--- src/rtl/trap_entry_ctrl_pkg.sv ---
// Shared constants for the trap entry / xret controller: privilege encodings,
// owned CSR addresses, mstatus bit positions and the controller state type.
package trap_entry_ctrl_pkg;

  localparam logic [1:0] PRV_U = 2'd0;
  localparam logic [1:0] PRV_S = 2'd1;
  localparam logic [1:0] PRV_M = 2'd3;

  localparam logic [11:0] CSR_SSTATUS = 12'h100;
  localparam logic [11:0] CSR_SEPC    = 12'h141;
  localparam logic [11:0] CSR_SCAUSE  = 12'h142;
  localparam logic [11:0] CSR_STVAL   = 12'h143;
  localparam logic [11:0] CSR_MSTATUS = 12'h300;
  localparam logic [11:0] CSR_MEPC    = 12'h341;
  localparam logic [11:0] CSR_MCAUSE  = 12'h342;
  localparam logic [11:0] CSR_MTVAL   = 12'h343;

  localparam int MS_SIE    = 1;
  localparam int MS_MIE    = 3;
  localparam int MS_SPIE   = 5;
  localparam int MS_MPIE   = 7;
  localparam int MS_SPP    = 8;
  localparam int MS_MPP_LO = 11;
  localparam int MS_MPP_HI = 12;

  typedef enum logic [1:0] {
    IDLE  = 2'd0,
    REDIR = 2'd1,
    WAIT  = 2'd2
  } trap_state_e;

  // The reserved MPP encoding 2 (H) is not supported and collapses to U.
  function automatic logic [1:0] legal_mpp(input logic [1:0] v);
    return (v == 2'd2) ? PRV_U : v;
  endfunction

endpackage

--- src/rtl/trap_entry_ctrl_vec.sv ---
// Combinational delegation decision and trap vector target for one trap request.
module trap_vec_calc
  import trap_entry_ctrl_pkg::*;
#(
  parameter int XLEN     = 32,
  parameter int ADDR_LEN = 32
) (
  input  logic [1:0]          i_prv,
  input  logic                i_intr,
  input  logic [4:0]          i_idx,
  input  logic [XLEN-1:0]     i_medeleg,
  input  logic [XLEN-1:0]     i_mideleg,
  input  logic [XLEN-1:0]     i_mtvec,
  input  logic [XLEN-1:0]     i_stvec,
  output logic                o_to_s,
  output logic [ADDR_LEN-1:0] o_target
);

  logic            w_deleg;
  logic [XLEN-1:0] w_tvec;
  logic [XLEN-1:0] w_base;
  logic [XLEN-1:0] w_vec;
  logic [XLEN-1:0] w_target;

  assign w_deleg = i_intr ? i_mideleg[i_idx] : i_medeleg[i_idx];
  // Traps taken in M never delegate downward.
  assign o_to_s  = (i_prv != PRV_M) && w_deleg;

  assign w_tvec   = o_to_s ? i_stvec : i_mtvec;
  assign w_base   = {w_tvec[XLEN-1:2], 2'b00};
  assign w_vec    = w_base + {{(XLEN-7){1'b0}}, i_idx, 2'b00};
  assign w_target = ((w_tvec[1:0] == 2'b01) && i_intr) ? w_vec : w_base;
  assign o_target = w_target[ADDR_LEN-1:0];

endmodule

--- src/rtl/trap_entry_ctrl.sv ---
// Trap entry and mret/sret execution: owns privilege, xEPC/xCAUSE/xTVAL and the
// mstatus trap bits, issues a one-cycle redirect, then waits for the pipeline flush.
module trap_entry_ctrl
  import trap_entry_ctrl_pkg::*;
#(
  parameter int XLEN     = 32,
  parameter int ADDR_LEN = 32
) (
  input  logic                clk,
  input  logic                rst,
  input  logic                i_trap_en,
  input  logic [XLEN-1:0]     i_trap_cause,
  input  logic [ADDR_LEN-1:0] i_trap_epc,
  input  logic [XLEN-1:0]     i_trap_val,
  input  logic                i_mret,
  input  logic                i_sret,
  input  logic [XLEN-1:0]     i_medeleg,
  input  logic [XLEN-1:0]     i_mideleg,
  input  logic [XLEN-1:0]     i_mtvec,
  input  logic [XLEN-1:0]     i_stvec,
  input  logic                i_flush_done,
  input  logic                i_csr_we,
  input  logic [11:0]         i_csr_addr,
  input  logic [XLEN-1:0]     i_csr_wdata,
  output logic [1:0]          o_prv_cur,
  output logic [XLEN-1:0]     o_mstatus,
  output logic [XLEN-1:0]     o_mepc,
  output logic [XLEN-1:0]     o_mcause,
  output logic [XLEN-1:0]     o_mtval,
  output logic [XLEN-1:0]     o_sepc,
  output logic [XLEN-1:0]     o_scause,
  output logic [XLEN-1:0]     o_stval,
  output logic                o_redirect_en,
  output logic [ADDR_LEN-1:0] o_redirect_pc,
  output logic                o_busy,
  output logic [1:0]          o_state
);

  localparam logic [1:0] ST_IDLE  = IDLE;
  localparam logic [1:0] ST_REDIR = REDIR;
  localparam logic [1:0] ST_WAIT  = WAIT;

  logic [1:0]          r_state;
  logic [1:0]          r_prv;
  logic                r_mie, r_mpie, r_sie, r_spie, r_spp;
  logic [1:0]          r_mpp;
  logic [XLEN-1:0]     r_mepc, r_mcause, r_mtval;
  logic [XLEN-1:0]     r_sepc, r_scause, r_stval;
  logic                r_redir_en;
  logic [ADDR_LEN-1:0] r_redir_pc;

  logic                w_idle;
  logic                w_take_trap, w_take_mret, w_take_sret;
  logic                w_to_s;
  logic [ADDR_LEN-1:0] w_vec_pc;
  logic [XLEN-1:0]     w_epc_al;

  // Events are only accepted in IDLE; trap_en beats mret beats sret.
  assign w_idle      = (r_state == ST_IDLE);
  assign w_take_trap = w_idle && i_trap_en;
  assign w_take_mret = w_idle && !i_trap_en && i_mret;
  assign w_take_sret = w_idle && !i_trap_en && !i_mret && i_sret;
  assign w_epc_al    = XLEN'(i_trap_epc & ~ADDR_LEN'(1));

  trap_vec_calc #(.XLEN(XLEN), .ADDR_LEN(ADDR_LEN)) u_vec (
    .i_prv     (r_prv),
    .i_intr    (i_trap_cause[XLEN-1]),
    .i_idx     (i_trap_cause[4:0]),
    .i_medeleg (i_medeleg),
    .i_mideleg (i_mideleg),
    .i_mtvec   (i_mtvec),
    .i_stvec   (i_stvec),
    .o_to_s    (w_to_s),
    .o_target  (w_vec_pc)
  );

  always_ff @(posedge clk or posedge rst) begin
    if (rst) begin
      r_state    <= ST_IDLE;
      r_prv      <= PRV_M;
      r_mie      <= 1'b0;
      r_mpie     <= 1'b0;
      r_mpp      <= PRV_U;
      r_sie      <= 1'b0;
      r_spie     <= 1'b0;
      r_spp      <= 1'b0;
      r_mepc     <= '0;
      r_mcause   <= '0;
      r_mtval    <= '0;
      r_sepc     <= '0;
      r_scause   <= '0;
      r_stval    <= '0;
      r_redir_en <= 1'b0;
      r_redir_pc <= '0;
    end else begin
      // CSR writes land first so a same-edge trap/xret overrides only its own fields.
      if (i_csr_we) begin
        case (i_csr_addr)
          CSR_MSTATUS: begin
            r_mie  <= i_csr_wdata[MS_MIE];
            r_mpie <= i_csr_wdata[MS_MPIE];
            r_mpp  <= legal_mpp(i_csr_wdata[MS_MPP_HI:MS_MPP_LO]);
            r_sie  <= i_csr_wdata[MS_SIE];
            r_spie <= i_csr_wdata[MS_SPIE];
            r_spp  <= i_csr_wdata[MS_SPP];
          end
          CSR_SSTATUS: begin
            r_sie  <= i_csr_wdata[MS_SIE];
            r_spie <= i_csr_wdata[MS_SPIE];
            r_spp  <= i_csr_wdata[MS_SPP];
          end
          CSR_MEPC:   r_mepc   <= i_csr_wdata & ~XLEN'(1);
          CSR_MCAUSE: r_mcause <= i_csr_wdata;
          CSR_MTVAL:  r_mtval  <= i_csr_wdata;
          CSR_SEPC:   r_sepc   <= i_csr_wdata & ~XLEN'(1);
          CSR_SCAUSE: r_scause <= i_csr_wdata;
          CSR_STVAL:  r_stval  <= i_csr_wdata;
          default: ;
        endcase
      end

      case (r_state)
        ST_IDLE:  if (w_take_trap || w_take_mret || w_take_sret) r_state <= ST_REDIR;
        ST_REDIR: r_state <= ST_WAIT;
        ST_WAIT:  if (i_flush_done) r_state <= ST_IDLE;
        default:  r_state <= ST_IDLE;
      endcase

      r_redir_en <= 1'b0;
      if (w_take_trap) begin
        r_redir_en <= 1'b1;
        r_redir_pc <= w_vec_pc;
        if (w_to_s) begin
          r_sepc   <= w_epc_al;
          r_scause <= i_trap_cause;
          r_stval  <= i_trap_val;
          r_spie   <= r_sie;
          r_sie    <= 1'b0;
          r_spp    <= r_prv[0];
          r_prv    <= PRV_S;
        end else begin
          r_mepc   <= w_epc_al;
          r_mcause <= i_trap_cause;
          r_mtval  <= i_trap_val;
          r_mpie   <= r_mie;
          r_mie    <= 1'b0;
          r_mpp    <= r_prv;
          r_prv    <= PRV_M;
        end
      end else if (w_take_mret) begin
        r_redir_en <= 1'b1;
        r_redir_pc <= r_mepc[ADDR_LEN-1:0];
        r_prv      <= r_mpp;
        r_mie      <= r_mpie;
        r_mpie     <= 1'b1;
        r_mpp      <= PRV_U;
      end else if (w_take_sret) begin
        r_redir_en <= 1'b1;
        r_redir_pc <= r_sepc[ADDR_LEN-1:0];
        r_prv      <= {1'b0, r_spp};
        r_sie      <= r_spie;
        r_spie     <= 1'b1;
        r_spp      <= 1'b0;
      end
    end
  end

  always_comb begin
    o_mstatus            = '0;
    o_mstatus[MS_SIE]    = r_sie;
    o_mstatus[MS_MIE]    = r_mie;
    o_mstatus[MS_SPIE]   = r_spie;
    o_mstatus[MS_MPIE]   = r_mpie;
    o_mstatus[MS_SPP]    = r_spp;
    o_mstatus[MS_MPP_HI:MS_MPP_LO] = r_mpp;
  end

  assign o_prv_cur     = r_prv;
  assign o_mepc        = r_mepc;
  assign o_mcause      = r_mcause;
  assign o_mtval       = r_mtval;
  assign o_sepc        = r_sepc;
  assign o_scause      = r_scause;
  assign o_stval       = r_stval;
  assign o_redirect_en = r_redir_en;
  assign o_redirect_pc = r_redir_pc;
  assign o_busy        = !w_idle;
  assign o_state       = r_state;

endmodule

--- config.mk ---
export PLATFORM = sky130hd
export DESIGN_NAME = trap_entry_ctrl
export DESIGN_NICKNAME = d
export VERILOG_FILES = /design/src/rtl/trap_entry_ctrl_pkg.sv /design/src/rtl/trap_entry_ctrl_vec.sv /design/src/rtl/trap_entry_ctrl.sv
export SDC_FILE = /design/constraint.sdc
export NUM_CORES = 1
export LEC_CHECK = 0
export BUFFER_PORTS_ARGS = -buffer_cell sky130_fd_sc_hd__buf_2
export CORE_AREA = 5 5 205 207
export DETAILED_ROUTE_END_ITERATION = 10
export DIE_AREA = 0 0 210 212
export GPL_TIMING_DRIVEN = 0
export SLEW_MARGIN = 10
export SYNTH_ARGS = -nofsm -noshare
export SYNTH_HDL_FRONTEND = slang
export SYNTH_SLANG_ARGS = --single-unit
--- constraint.sdc ---
create_clock -name clk -period 15.41 [get_ports clk]
set_input_delay 0.7705 -clock clk [delete_from_list [all_inputs] [get_ports clk]]
set_output_delay 0.7705 -clock clk [all_outputs]
set_load 0.005 [all_outputs]
== After elaboration in Yosys (flattened, before gate mapping) ==
Index checks and enable logic that the tools add are counted.
Word-level totals
  bits in latches: 0
  memories kept: 0
  memory bits (read-only): 0
  output and inout bits: 262
  register bits: 236
  bits of input ports: 275
  logic and storage cells: 127
  bits in writable memories: 0
Cells by class
  magnitude comparators: 1
  equal/unequal tests: 15
  multiply operators: 0
  shifts and indexed selects: 0
  muxes and demuxes: 78
  add/subtract/negate cells: 1
  divide/modulo/power cells: 0
  reductions and logical operators: 16
  bitwise gates (word level): 0
Operators by type and width (count)
  32-bit 2-to-1 mux: 29
  12-bit by 10-bit equality test with 1-bit output (second input constant): 4
  12-bit by 9-bit equality test with 1-bit output (second input constant): 4
  1-bit 2-to-1 mux: 34
  32-bit by 7-bit adder with 32-bit output: 1
  2-bit 2-to-1 mux: 12
  1-bit binary-select mux with 5-bit select: 2
  1-bit logical AND: 7
  5-bit by 6-bit < comparator with 1-bit output (second input constant): 1
  2-bit one-hot mux with 3 select lines: 1
  2-bit by 1-bit equality test with 1-bit output (second input constant): 2
  2-bit equality test (second input constant): 2
  2-bit != test (second input constant): 2
  1-bit zero test: 3
  3-bit nonzero test: 1
  2-bit zero test: 1
  1-bit logical OR: 2
  2-bit by 1-bit != test with 1-bit output (second input constant): 1
  2-bit AND reduction: 1
  2-bit OR reduction: 1

== Depth between registers and ports, before layout ==
  depth after elaboration: 9
  depth in mapped cells: 18
  mapped depth without buffers: 15

== Modules after synthesis ==
From an unflattened synthesis, not the netlist that was laid out.
Second synthesis, totals
  cell total of the unflattened synthesis: 1461
  area total of the unflattened synthesis: 13860.8 sq um
By module, submodules not included
  trap_entry_ctrl: cells each 1152, area each 11564.8 sq um, instances 1
  trap_vec_calc: cells each 309, area each 2296.0 sq um, instances 1

== Worst setup path before layout ==
Ideal clock, no wire load.
  kind: input to register
  from: in i_trap_cause[0]
  to: reg r_redir_pc[30] (netlist: o_redirect_pc[30])
  setup slack: 10453 ps
  cell stages on the path: 16
  required time: 15315 ps
  setup time: 95 ps
  data arrival time: 4861 ps
  cell sequence: buf_4 mux4_2 mux4_2 a2bb2oi_1 a32oi_4 mux2_2 ha_1 inv_1 fa_1 nor2b_1 o21ai_0 a21boi_1 o21ai_0 or4_1 and3_1 o31ai_1
On the way
  longest elaborated chain between the ends: 9
  elaborated cells between the ends (all ways): 12
  classes of those cells: add/sub (1); eq/ne (1); mux (8); reduce/logical (2)
Ends and longest elaborated chain
  start, declared: RTL line trap_entry_ctrl.sv:12  | input logic [XLEN-1:0] i_trap_cause,
  branches (longest 7 deep; another with 32-bit by 7-bit adder with 32-bit output)
  32-bit 2-to-1 mux *: RTL line trap_entry_ctrl_vec.sv:32  | assign w_target = ((w_tvec[1:0] == 2'b01) && i_intr) ? w_vec : w_base;
  32-bit 2-to-1 mux *: RTL line trap_entry_ctrl.sv:130  | if (w_take_trap) begin
  end signal, assigned: RTL line trap_entry_ctrl.sv:132  | r_redir_pc <= w_vec_pc;
  end signal, assigned: RTL line trap_entry_ctrl.sv:152  | r_redir_pc <= r_mepc[ADDR_LEN-1:0];
  end signal, assigned: RTL line trap_entry_ctrl.sv:159  | r_redir_pc <= r_sepc[ADDR_LEN-1:0];
  end, declared: RTL line trap_entry_ctrl.sv:50  | logic [ADDR_LEN-1:0] r_redir_pc;
Every way passes the cells marked *. The select of a mux whose other input is x is not followed.
A chain may end at the register's enable or synchronous reset.

== Worst setup path after layout ==
  from: in i_trap_cause[0]
  to: reg r_redir_pc[21] (netlist: o_redirect_pc[21])
Same word-level chain as after synthesis.

==> flow_metrics.tcl <==
set metrics [dict create \
    crit_fanout 10 \
    p_comb_share_pct 39.0 \
    finalNonFillerCells 2549 \
    avgViaCountPerCell 5.33 \
    synth_area_leaders "dfrtp_1 (43%), mux2i_1 (16%), nand2_1 (7.8%)" \
    hold_viol_final 0 \
    final_max_slew_viol_count 0 \
    rr_startpoint "o_prv_cur[0]$_DFFE_PP1P_" \
    rsz0062_at_grt "false" \
    fin_crit_ps 6120 \
    grt_pass1_vias 14000 \
    grt_antenna_before_repair 4 \
    grt_max_degree 103 \
    finalNetCount 2279 \
    yosysSeqAreaShare_pct 43.6 \
    synth_cells 1434 \
    yosys_warnings 0 \
    grt.total_usage_pct 27.8 \
    reg2reg_slack_ps 10220 \
    mostFrequentLayoutCell "buf_2" \
    h-tree-depth 1 \
    firstDrtPassIters 7 \
    rows 74 \
    dieHeight_um 212 \
    path_class "input port to flop" \
    finalWorstSetupSlack_ps 9290 \
    gp_congestion 0.936 \
    fin_setup_tns_ps 0 \
    start_util_pct 33.7 \
    cts_setup_buffers 0 \
    final_cell_mix "buf_2 (532), nand2_1 (282), dfrtp_1 (234)" \
    power.switching_mw 1.17 \
    grt_pass1_wl_um 93200 \
    io_pins 537 \
    ctsResizeCount 0 \
    switching_share_pct 39.0 \
    timing.hold.ws_ps 255 \
    area_growth_pct 31.9 \
    leakage_nw 9.09 \
    cts_tree "yes" \
    synth-main-ff-cell "dfrtp_1" \
    hold_buffers 0 \
    io_buffers 508 \
    ys_async_sr_fraction_pct 100 \
    tightest_slew_ps 1110 \
    netlist_area_um2 13500 \
    synth_top_area_share_pct 43.2 \
    slew_headroom_pct 25.5 \
    synth_edf_count 0 \
    ys_seq_elements 236 \
    start_kind "input port" \
    reg2reg_to "o_redirect_pc[21]$_DFFE_PP0P_" \
    floorplan.core_area_um2 40200 \
    clk_path_buf_depth 3 \
    min_path_type "input port to async pin" \
    reg2reg_depth 13 \
    die-width_um 210 \
    drc_errors 0 \
    routedWlPerCell_um 25.3 \
    cts_sinks 236 \
    crit_required_ps 15850 \
    clkTransAtPathRegs_ps 60 \
    skew_ps 12.1 \
    gr-total-overflow 0 \
    clock.fmax_mhz 163 \
    first_iter_violations 954 \
    synth_cell_type_count 62 \
    drive_above_1_share_pct 32.1 \
    internal_power_mw 1.83 \
    syn_area_per_cell_um2 9.44 \
    die_area_um2 44500 \
    p_per_area_nw_per_um2 168 \
    vdd_ir_drop_max_mv 0.0764 \
    worst_ep_arrival_time_ps 6560 \
    status "completed" \
    yosys.area.top_type "dfrtp_1" \
    setup_violations 0 \
    p_seq_share_pct 37.9 \
    post-place-ws_ps 8640 \
    worst_setup_path_end_kind "flop" \
    cts_inserted_buffers 27 \
    numPlacedInstances 2501 \
    post-route-period-util_pct 39.7 \
    dp_hpwl_um 51700 \
    clock_latency_ps 550 \
    cts-root-buf "clkbuf_16" \
    vias 13600 \
    cap_viol_max_count 0 \
    ant_nets 0 \
    drt_wl_total_um 64400 \
    pwr-share-clk_pct 23.1 \
]
[registers in the layout, summed over array words and instances, names as in the netlist, 2 cells and up]
register,cells
o_prv_cur,2
o_sepc,32
o_mtval,32
o_mepc,32
o_redirect_pc,32
r_mpp,2
o_state,2
o_scause,32
o_mcause,32
o_stval,32
[worst max-delay path: stages]
cell	delay, ps
buf_2	120
buf_4	220
buf_4	280
mux4_2	530
a22oi_1	180
nand4_1	190
a32oi_4	590
buf_2	380
mux2i_1	440
inv_1	90
ha_1	280
a21o_1	100
a21oi_1	110
o21ai_0	890
nand3_1	400
o21a_1	280
or3_1	400
a31o_2	260
[synth_stat cells, types with 5 or more instances]
cell and instances:
nand2_1 282, dfrtp_1 234, mux2i_1 219, o21ai_0 207, clkbuf_1 69, nor2_1 45, buf_4 33, xnor2_1 30
nand3_1 28, buf_2 24, a311o_1 21, inv_1 19, mux4_2 16, nor3_1 15, a21oi_1 14, o21ai_1 14
and3_1 12, nor4_1 12, and2_1 10, xor2_1 9, nand4_1 8, o2111ai_1 8, o211ai_1 8, o31ai_1 8
buf_6 6, mux2_2 6, or3_1 6, a22oi_1 5, a311oi_1 5, a31oi_1 5, ha_1 5
[cell families (layout without fill, tap and decap cells)]
family	after synthesis	in the layout	synth area share, %
xor gates and xnor gates	39	39	2.52
other	1	26	0.0277
DFF	236	236	43.6
buffers and inverters	154	712	5.75
AOI/OAI and AO/OA	317	317	14.0
adders and majority gates	6	6	0.610
and+or+nand+nor	440	440	14.1
muxes	241	241	19.4
[power groups by stage]
stage	logic (mW)	clock network (mW)	registers [mW]
2_1_floorplan	0.530	0	1.09
3_3_place_gp	1.16	0	1.13
3_5_place_dp	1.18	0	1.14
4_1_cts	1.18	0.705	1.13
5_1_grt	1.29	0.729	1.16
6_report	1.17	0.694	1.14
[per-layer routing]
layer  vias up  track usage, %  wire [µm]
li1       6172               -          -
met1      6712            34.8      25700
met2       585            48.4      31700
met3       109            6.29       5130
met4         6            7.79       1820
met5         -               0         53
[worst max path at each step]
stage	start	to	cells after the start
3_3_place_gp	rst	o_sepc[14]$_DFF_PP0_	2
3_5_place_dp	i_trap_cause[0]	o_redirect_pc[21]$_DFFE_PP0P_	17
6_report	i_trap_cause[0]	o_redirect_pc[21]$_DFFE_PP0P_	18
4_1_cts	i_trap_cause[0]	o_redirect_pc[21]$_DFFE_PP0P_	18
2_1_floorplan	rst	o_mcause[0]$_DFF_PP0_	1
5_1_grt	i_trap_cause[0]	o_redirect_pc[17]$_DFFE_PP0P_	19
[layout make-up]
cell class | count | area, µm²
Sequential cell | 236 | 5910
Clock buffer | 38 | 757
Tap cell | 532 | 666
Clock inverter | 9 | 176
Inverter | 19 | 78.8
Multi-Input combinational cell | 1068 | 6960
Timing Repair Buffer | 511 | 2610
Buffer | 135 | 707
Fill cell | 4050 | 22300
Antenna cell | 1 | 2.50
[metrics by stage]
| stage | utilization [%] | cell area, µm² | power, mW |
|---|---|---|---|
| final | 44.4 | 17900 | 3.00 |
| after CTS | 44.4 | 17900 | 3.02 |
| after global placement | 41.9 | 16800 | 2.29 |
| after floorplan | - | 13600 | 1.62 |
| after detailed placement | 42.1 | 16900 | 2.31 |
| after global routing | 44.4 | 17900 | 3.18 |
(Power assumes the default switching activity.)
